==> config.mk <==
export PLATFORM = sky130hd
export DESIGN_NAME = gate_unit_pipe
export DESIGN_NICKNAME = d
export VERILOG_FILES = /design/src/rtl/gate_unit_pkg.sv /design/src/rtl/gate_unit_fifo.sv /design/src/rtl/gate_unit_pipe.sv
export SDC_FILE = /design/constraint.sdc
export NUM_CORES = 1
export LEC_CHECK = 0
export BUFFER_PORTS_ARGS = -buffer_cell sky130_fd_sc_hd__buf_2
export CORE_MARGIN = 4
export CORE_UTILIZATION = 35
export CTS_BUF_LIST = sky130_fd_sc_hd__clkbuf_8 sky130_fd_sc_hd__clkbuf_16
export DETAILED_ROUTE_END_ITERATION = 6
export SLEW_MARGIN = 15
export SYNTH_ARGS = -nofsm -noshare
export SYNTH_HDL_FRONTEND = slang
export SYNTH_SLANG_ARGS = --single-unit
==> constraint.sdc <==
create_clock -name clk -period 3.7 [get_ports clk]
set_clock_uncertainty 0.05 [all_clocks]
set_input_delay 0.74 -clock clk [delete_from_list [all_inputs] [get_ports clk]]
set_output_delay 0.74 -clock clk [all_outputs]
set_load 0.005 [all_outputs]
==> src/rtl/gate_unit_pkg.sv <==
// Shared opcode/mode encodings and the bitwise gate evaluator for the gate unit.
// gate_eval works at GATE_MAX_W bits; callers zero-extend and keep the low WIDTH bits.
package gate_unit_pkg;

  localparam logic [2:0] OP_NAND = 3'd0;
  localparam logic [2:0] OP_NOT  = 3'd1;
  localparam logic [2:0] OP_AND  = 3'd2;
  localparam logic [2:0] OP_OR   = 3'd3;
  localparam logic [2:0] OP_XOR  = 3'd4;
  localparam logic [2:0] OP_NOR  = 3'd5;
  localparam logic [2:0] OP_XNOR = 3'd6;
  localparam logic [2:0] OP_BUF  = 3'd7;

  localparam logic [1:0] MODE_BIT  = 2'd0;
  localparam logic [1:0] MODE_RED  = 2'd1;
  localparam logic [1:0] MODE_ACC  = 2'd2;
  localparam logic [1:0] MODE_LOAD = 2'd3;

  // Widest operand the unit supports.
  localparam int unsigned GATE_MAX_W = 64;

  function automatic logic [GATE_MAX_W-1:0] gate_eval(input logic [2:0]            op,
                                                      input logic [GATE_MAX_W-1:0] a,
                                                      input logic [GATE_MAX_W-1:0] b);
    logic [GATE_MAX_W-1:0] y;
    y = '0;
    unique case (op)
      OP_NAND: y = ~(a & b);
      OP_NOT:  y = ~a;
      OP_AND:  y = a & b;
      OP_OR:   y = a | b;
      OP_XOR:  y = a ^ b;
      OP_NOR:  y = ~(a | b);
      OP_XNOR: y = ~(a ^ b);
      OP_BUF:  y = a;
    endcase
    return y;
  endfunction

endpackage

==> src/rtl/gate_unit_fifo.sv <==
// Result FIFO for the gate unit: DEPTH entries (power of two), wrapping pointers.
// Head data reads as zero while empty.
module gate_unit_fifo #(
  parameter int unsigned WIDTH = 17,
  parameter int unsigned DEPTH = 2
) (
  input  logic                       clk_i,
  input  logic                       rst_ni,
  input  logic                       push_i,
  input  logic [WIDTH-1:0]           wdata_i,
  input  logic                       pop_i,
  output logic [WIDTH-1:0]           rdata_o,
  output logic                       valid_o,
  output logic [$clog2(DEPTH+1)-1:0] count_o
);

  localparam int unsigned PtrW = $clog2(DEPTH);
  localparam int unsigned CntW = $clog2(DEPTH + 1);

  logic [WIDTH-1:0] mem_q [DEPTH];
  logic [PtrW-1:0]  wptr_q, rptr_q;
  logic [CntW-1:0]  count_q, count_d;
  logic             push_ok, pop_ok;

  assign push_ok = push_i && (count_q < CntW'(DEPTH));
  assign pop_ok  = pop_i && (count_q != '0);

  always_comb begin
    count_d = count_q;
    if (push_ok && !pop_ok) begin
      count_d = count_q + CntW'(1);
    end else if (!push_ok && pop_ok) begin
      count_d = count_q - CntW'(1);
    end
  end

  always_ff @(posedge clk_i or negedge rst_ni) begin
    if (!rst_ni) begin
      wptr_q  <= '0;
      rptr_q  <= '0;
      count_q <= '0;
    end else begin
      if (push_ok) wptr_q <= wptr_q + PtrW'(1);
      if (pop_ok)  rptr_q <= rptr_q + PtrW'(1);
      count_q <= count_d;
    end
  end

  // Storage needs no reset: the head is masked while the FIFO is empty.
  always_ff @(posedge clk_i) begin
    if (push_ok) mem_q[wptr_q] <= wdata_i;
  end

  assign valid_o = (count_q != '0);
  assign rdata_o = valid_o ? mem_q[rptr_q] : '0;
  assign count_o = count_q;

endmodule

==> src/rtl/gate_unit_pipe.sv <==
// WIDTH-bit gate unit with bitwise/reduce/accumulate/load modes, valid/ready input
// and a DEPTH-entry result FIFO. WIDTH is limited to GATE_MAX_W.
module gate_unit_pipe #(
  parameter int unsigned WIDTH = 16,
  parameter int unsigned DEPTH = 2
) (
  input  logic             clk,
  input  logic             rst_n,
  input  logic             in_valid,
  output logic             in_ready,
  input  logic [2:0]       in_op,
  input  logic [1:0]       in_mode,
  input  logic [WIDTH-1:0] in_a,
  input  logic [WIDTH-1:0] in_b,
  output logic             out_valid,
  input  logic             out_ready,
  output logic [WIDTH-1:0] out_y,
  output logic             out_zero,
  output logic [WIDTH-1:0] acc,
  output logic [15:0]      ops_done
);

  import gate_unit_pkg::*;

  localparam int unsigned CntW = $clog2(DEPTH + 1);

  logic                  rdy_q;
  logic [WIDTH-1:0]      acc_q, acc_d;
  logic [15:0]           ops_q, ops_d;
  logic [CntW-1:0]       count;
  logic                  accept;
  logic                  red;
  logic [WIDTH-1:0]      y;
  logic [GATE_MAX_W-1:0] bit_wide, acc_wide;
  logic [WIDTH:0]        head;
  logic                  unused_wide;

  // rdy_q holds in_ready low during reset and until the first edge after release.
  assign in_ready = rdy_q && (count < CntW'(DEPTH));
  assign accept   = in_valid && in_ready;

  assign bit_wide    = gate_eval(in_op, GATE_MAX_W'(in_a), GATE_MAX_W'(in_b));
  assign acc_wide    = gate_eval(in_op, GATE_MAX_W'(acc_q), GATE_MAX_W'(in_b));
  assign unused_wide = ^{bit_wide, acc_wide};

  always_comb begin
    red = 1'b0;
    unique case (in_op)
      OP_NAND: red = ~&in_a;
      OP_NOT:  red = ~in_a[0];
      OP_AND:  red = &in_a;
      OP_OR:   red = |in_a;
      OP_XOR:  red = ^in_a;
      OP_NOR:  red = ~|in_a;
      OP_XNOR: red = ~^in_a;
      OP_BUF:  red = in_a[0];
    endcase
  end

  always_comb begin
    y = '0;
    unique case (in_mode)
      MODE_BIT:  y = bit_wide[WIDTH-1:0];
      MODE_RED:  y = WIDTH'(red);
      MODE_ACC:  y = acc_wide[WIDTH-1:0];
      MODE_LOAD: y = in_a;
    endcase
  end

  always_comb begin
    acc_d = acc_q;
    ops_d = ops_q;
    if (accept) begin
      ops_d = ops_q + 16'd1;
      if (in_mode == MODE_ACC || in_mode == MODE_LOAD) acc_d = y;
    end
  end

  always_ff @(posedge clk or negedge rst_n) begin
    if (!rst_n) begin
      rdy_q <= 1'b0;
      acc_q <= '0;
      ops_q <= '0;
    end else begin
      rdy_q <= 1'b1;
      acc_q <= acc_d;
      ops_q <= ops_d;
    end
  end

  gate_unit_fifo #(
    .WIDTH (WIDTH + 1),
    .DEPTH (DEPTH)
  ) u_fifo (
    .clk_i   (clk),
    .rst_ni  (rst_n),
    .push_i  (accept),
    .wdata_i ({(y == '0), y}),
    .pop_i   (out_valid && out_ready),
    .rdata_o (head),
    .valid_o (out_valid),
    .count_o (count)
  );

  assign out_y    = head[WIDTH-1:0];
  assign out_zero = head[WIDTH];
  assign acc      = acc_q;
  assign ops_done = ops_q;

endmodule
==> out/qor.yml, run 1 <==
finish:
  layout.cell_area.non_filler_um2: 7606
  area.growth.synth_to_final_pct: 16.41
  num-nets-final: 940
  utilization_after_layout_pct: 41.91
  layout-drive-gt1-share_pct: 20.56
  num_antenna_cells: 0
  fill_cells: 1838
critical_path:
  rrSetupSlack_ps: 860
  setup.worst_path.end_class: "flop"
  arrival_ps: 3250
  required_ps: 3770
  cp-start-kind: "input port"
  crit-reg2reg-capture: "u_fifo.mem_q[1][16]$_DFFE_PP_"
  startpoint: "in_a[0]"
  critPathKind: "in2reg"
  r2r_start: "acc[14]$_DFFE_PN0P_"
  r2r.worst_path.cells: 9
  timing.critical_path.to: "u_fifo.mem_q[1][16]$_DFFE_PP_"
  critical_path_peak_fanout: 7
global_route:
  track_usage_pct: 18.33
  grt_max_degree: 44
  globalRoute.totalOverflow: 0
  grt_pass1_vias: 5342
  antenna_found_initial: 1
  grt_pass1_wl_um: 29740
die:
  die-height_um: 144.6
  initial_core_util_pct: 36.00
  rows: 49
  pin_count: 92
  fp.dieW_um: 144.6
  dieArea_um2: 20920
  design.core.area_um2: 18150
min_path:
  worstHoldPathCells: 1
  min-delay-path-class: "reg2reg"
place:
  placed_area_um2: 7306
  post-dp-hpwl_um: 14020
  place_ws_ps: 203.3
  port_buffers: 91
  gp_congestion: 0.8953
clocking:
  clock_tree.buffer_depth: 2
  clock_sink_count: 71
  cts_inserted_buffers: 9
  tritoncts: "done"
  post-cts-setup-buffers: 0
  clock-root-buffer: "clkbuf_16"
  worst_skew_pair.late_latency_ps: 350
  clk_transition_reported_paths_ps: 70
  htree_levels: 3
  post_cts_resized: 0
  hold_buffers: 0
timing:
  min_period_ps: 3178
  fin_setup_tns_ps: 0
  setup_slack_ps: 522.1
  worst_pin_slew_ps: 1022
  final_max_slew_viol_count: 0
  unrepaired_setup_endpoints_after_global_routing: "false"
  max_clock_freq_mhz: 314.7
  setup_viol: 0
  tcrit_tclk_final_pct: 85.89
  final-hold-violation-count: 0
  worst_slew_margin_rel_pct: 31.89
synth:
  async_set_or_reset_register_ratio_after_synthesis_pct: 52.11
  dominantRegCellSynth: "dfrtp_1"
  netlist_instances: 727
  yosys-mux-area-fraction_pct: 8.847
  syn_area_per_cell_um2: 8.987
  post_synthesis_register_bit_count: 71
  synth_xor_area_share_pct: 4.500
  yosysWarningCount: 0
  synthAdderAreaFrac_pct: 15.70
  synthesized_area_fraction_occupied_by_ao_oa_aoi_and_oai_cells_pct: 18.38
  synth_seq_area_share_pct: 29.80
  syn_nets: 850
  synth_edf_count: 34
  dominant_combinational_cell_family_by_area_after_synthesis: "compound AO/OA/AOI/OAI gates"
  synthesis.area_um2: 6534
  synth.lib_cells_used.distinct: 71
  yosys.area_share.simple_pct: 15.13
routing:
  wire_per_inst_um: 17.91
  routed-via-count: 5700
  postRouteWirelength_um: 18830
  drtAntennaViolNets: 0
  drt_pass1_iterations: 5
  first_iter_violations: 367
  post_drt_via_cell_ratio: 5.423
  route.detailed.drc: 0
pwr:
  p_sw_share_pct: 38.44
  total_power_w: 0.003651
  power_density_nw_per_um2: 480.0
  p_switching_w: 0.001404
  fraction_of_power_consumed_by_sequential_logic_pct: 33.4
  share_clk_of_total_power_pct: 24.5
  power.share.combinational_pct: 42.1
  design_internal_power_w: 0.002247
  total_leakage_power_nw: 3.557
  irDropWorstVdd_mv: 0.2272
flow_run:
  max_cap_violation_count: 0
run_status:
  status: "complete, no violations"
worst min-delay path by stage:
stage / start / end
after floorplan: rst_n / acc[0]$_DFFE_PN0P_
after global placement: ops_done[15]$_DFFE_PN0P_ / ops_done[15]$_DFFE_PN0P_
after detailed placement: ops_done[15]$_DFFE_PN0P_ / ops_done[15]$_DFFE_PN0P_
after CTS: ops_done[15]$_DFFE_PN0P_ / ops_done[15]$_DFFE_PN0P_
after global routing: ops_done[15]$_DFFE_PN0P_ / ops_done[15]$_DFFE_PN0P_
final: ops_done[15]$_DFFE_PN0P_ / ops_done[15]$_DFFE_PN0P_
sequential cells by signal (all words and copies together) (netlist names):
name            count
rdy_q               1
u_fifo.mem_q       34
u_fifo.count_o      2
acc                16
u_fifo.rptr_q       1
u_fifo.wptr_q       1
ops_done           16
cell usage after synthesis (11+ instances only):
cell | count | area (um^2)
xnor2_1 | 22 | 192.7
nand2b_1 | 15 | 93.84
clkbuf_1 | 14 | 52.55
a211oi_1 | 12 | 90.09
edfxtp_1 | 34 | 1021
buf_2 | 15 | 75.07
nor2_1 | 64 | 240.2
nor2b_1 | 11 | 68.82
ha_1 | 82 | 1026
mux2i_1 | 33 | 330.3
buf_4 | 12 | 90.09
dfrtp_1 | 37 | 925.9
a21oi_1 | 55 | 275.3
o211ai_1 | 22 | 165.2
nand2_1 | 49 | 183.9
inv_1 | 58 | 217.7
o21ai_0 | 37 | 185.2
layout make-up:
| type | instances | area [um^2] | share of cell area, % |
|---|---|---|---|
| clock buffer | 10 | 250.2 | 3.290 |
| clock inverter | 6 | 50.05 | 0.6580 |
| inverter | 60 | 225.2 | 2.961 |
| multi-input combinational | 549 | 4091 | 53.79 |
| sequential | 71 | 1947 | 25.60 |
| tap | 229 | 286.5 | 3.767 |
| timing repair buffer | 126 | 755.7 | 9.936 |
metal layers:
layer / wire length, um / vias to the layer above / GRT usage, %
li1: - / 2780 / -
met2: 8474 / 212 / 28.87
met4: 330 / 2 / 5.204
met3: 1252 / 32 / 2.778
met1: 8749 / 2674 / 26.15
met5: 20 / - / 0
critical path, stage by stage:
cell	delay [ps]
buf_2	170
inv_1	100
ha_1	320
xnor2_1	180
xnor3_1	420
xnor2_1	140
nand4b_1	100
nand4_1	120
or4_1	560
nor4_2	390
power by group through the flow:
| stage | sequential (W) | combinational [W] | clock, W |
|---|---|---|---|
| after global routing | 0.00125 | 0.00176 | 0.000951 |
| after detailed placement | 0.00123 | 0.00154 | 0 |
| after global placement | 0.00123 | 0.00153 | 0 |
| final | 0.00122 | 0.00154 | 0.000896 |
| after floorplan | 0.00118 | 0.00102 | 0 |
| after CTS | 0.00122 | 0.00155 | 0.000913 |
kinds of logic (layout without fill, tap and decap cells):
group	count (synthesis)	count (layout)
AND/OR/NAND/NOR	201	201
flip-flops	71	71
buffers and inverters	107	202
other	1	1
XOR/XNOR	32	32
adder cells (fa/ha/maj)	82	82
AO/OA/AOI/OAI	185	185
multiplexers	48	48
per-stage QoR:
| step | hold slack (ps) | std cells |
|---|---|---|
| floorplan | 394.4 | 727 |
| global placement | 406.5 | 1035 |
| detailed placement | 413.0 | 1035 |
| CTS | 422.2 | 1051 |
| global route | 442.4 | 1051 |
| finish | 414.6 | 1051 |
cells in the final DEF (no fill, tap or decap), types with 4 or more instances in the layout:
master and instances:
a211o_1 4, a211oi_1 12, a21oi_1 55, a221oi_1 6
a31oi_1 4, and2_1 5, and3_1 4, buf_2 91
buf_4 32, clkbuf_16 10, dfrtp_1 37, edfxtp_1 34
ha_1 82, inv_1 58, mux2_2 6, mux2i_1 33
mux4_2 7, nand2_1 49, nand2b_1 15, nand3_1 10
nand4_1 10, nor2_1 64, nor2b_1 11, nor3_1 9
o211ai_1 22, o21ai_0 37, o21ai_1 5, o22ai_1 6
or3_1 4, xnor2_1 22, xor2_1 9
(Power assumes the default switching activity.)
==> run 2: changes to the inputs <==
CORE_ASPECT_RATIO = 1.25   (was unset)
CORE_UTILIZATION = 60   (was 35)
HOLD_SLACK_MARGIN = 0.15   (was unset)
PLACE_DENSITY = 0.83   (was unset)
==> out/qor.yml, run 2 (synthesis gave the netlist of run 1 again) <==
run_status:
  status: "complete, no violations"
place:
  gp_congestion: 0.9687
  port_buffers: 91
  place_ws_ps: 216.1
  post-dp-hpwl_um: 13210
routing:
  first_iter_violations: 625
  drt_pass1_iterations: 6
  postRouteWirelength_um: 18090
  route.detailed.drc: 0
  post_drt_via_cell_ratio: 6.201
  wire_per_inst_um: 19.08
  drtAntennaViolNets: 0
  routed-via-count: 5879
global_route:
  track_usage_pct: 28.80
  grt_pass1_vias: 5601
  grt_util_met2_pct: 46.69
  grt_pass1_wl_um: 28910
  antenna_found_initial: 0
  grt.met3_usage_pct: 4.370
  top_usage_layer: "met2"
  globalRoute.totalOverflow: 0
  grt_max_degree: 47
  global_route.usage.met1_pct: 38.63
finish:
  layout-drive-gt1-share_pct: 19.98
  num_antenna_cells: 0
  layout_common_cells: "buf_2 (91), ha_1 (82), nor2_1 (64)"
  max_flop_register: "u_fifo.mem_q"
  area.growth.synth_to_final_pct: 13.88
  num-nets-final: 934
  final_common_cell: "buf_2"
  largest_register_ffs: 34
timing:
  max_clock_freq_mhz: 308.8
  unrepaired_setup_endpoints_after_global_routing: "false"
  fin_hold_ws_ps: 435.2
  final_max_slew_viol_count: 0
  tcrit_tclk_final_pct: 87.51
  min_period_ps: 3238
  setup_viol: 0
  setup_slack_ps: 462.0
  worst_pin_slew_ps: 1033
  fin_setup_tns_ps: 0
  worst_slew_margin_rel_pct: 30.87
  final-hold-violation-count: 0
pwr:
  power_density_nw_per_um2: 486.4
  total_leakage_power_nw: 3.532
  irDropWorstVdd_mv: 0.2553
flow_run:
  max_cap_violation_count: 0
die:
  die-height_um: 124.7
  design.core.area_um2: 10620
  pin_count: 92
  initial_core_util_pct: 61.55
  rows: 42
  fp.dieW_um: 101.3
  dieArea_um2: 12630
critical_path:
  critical_path_cell_count: 8
  crit-reg2reg-capture: "u_fifo.mem_q[1][16]$_DFFE_PP_"
  setup.worst_path.end_class: "flop"
  critPathSlowestCell: "mux4_2"
  arrival_ps: 3310
  timing.critical_path.to: "u_fifo.mem_q[1][16]$_DFFE_PP_"
  required_ps: 3770
  startpoint: "in_op[2]"
  critPathKind: "in2reg"
  critical_path_peak_fanout: 22
  number_of_buffer_and_inverter_stages_on_the_critical_path: 2
  max_stage_delay_ps: 490
  critical_path.top_delay_family: "simple AND/OR/NAND/NOR gates"
  worstPathCellList: "buf_2 > inv_2 > mux2i_1 > mux4_2 > a211oi_2 > nand4_1 > or4_1 > nor4_2"
  cp-start-kind: "input port"
  rrSetupSlack_ps: 860
  r2r_start: "acc[0]$_DFFE_PN0P_"
  r2r.worst_path.cells: 9
min_path:
  min-delay-path-class: "reg2reg"
clocking:
  tritoncts: "done"
  post-cts-setup-buffers: 0
  clock_tree.buffer_depth: 2
  hold_buffers: 0
  cts_inserted_buffers: 9
  post_cts_resized: 0
  clock-root-buffer: "clkbuf_16"
  htree_levels: 3
  worst_skew_pair.late_latency_ps: 330
  clock_sink_count: 71
  clk_transition_reported_paths_ps: 60
## run 2: area by class of cell
cell class	count	area, um^2
timing repair buffer	120	710.7
tap	132	165.2
multi-input combinational	549	4091
fill	841	3174
sequential	71	1947
clock inverter	5	37.54
clock buffer	11	264.0
inverter	60	225.2
## run 2: worst min path at each step
stage,start,endpoint,cells after the start
after floorplan,rst_n,acc[0]$_DFFE_PN0P_,0
after global placement,ops_done[15]$_DFFE_PN0P_,ops_done[15]$_DFFE_PN0P_,1
after detailed placement,u_fifo.wptr_q$_DFFE_PN0P_,u_fifo.wptr_q$_DFFE_PN0P_,1
after CTS,ops_done[8]$_DFFE_PN0P_,ops_done[8]$_DFFE_PN0P_,1
after global routing,ops_done[3]$_DFFE_PN0P_,ops_done[3]$_DFFE_PN0P_,1
final,ops_done[15]$_DFFE_PN0P_,ops_done[15]$_DFFE_PN0P_,1
## run 2: metal layers
metal | up-vias | part of all wire, %
li1 | 2766 | -
met1 | 2809 | 42
met5 | - | 0
met2 | 268 | 49
met4 | 0 | 2.7
met3 | 36 | 6.9
## run 2: power breakdown
| group | internal [W] | total, W | switching [W] |
|---|---|---|---|
| sequential | 0.00102 | 0.00125 | 0.000229 |
| combinational | 0.000710 | 0.00150 | 0.000794 |
| clock | 0.000517 | 0.000863 | 0.000346 |
## run 2: stage by stage
step | instances | cell area, um^2 | utilization, % | total power [W]
finish | 948 | 7441 | 70.10 | 0.003619
global route | 948 | 7441 | 70.10 | 0.003870
CTS | 948 | 7441 | 70.10 | 0.003629
detailed placement | 932 | 7139 | 67.26 | 0.002750
global placement | 932 | 7139 | 67.26 | 0.002677
floorplan | 727 | 6534 | - | 0.002193
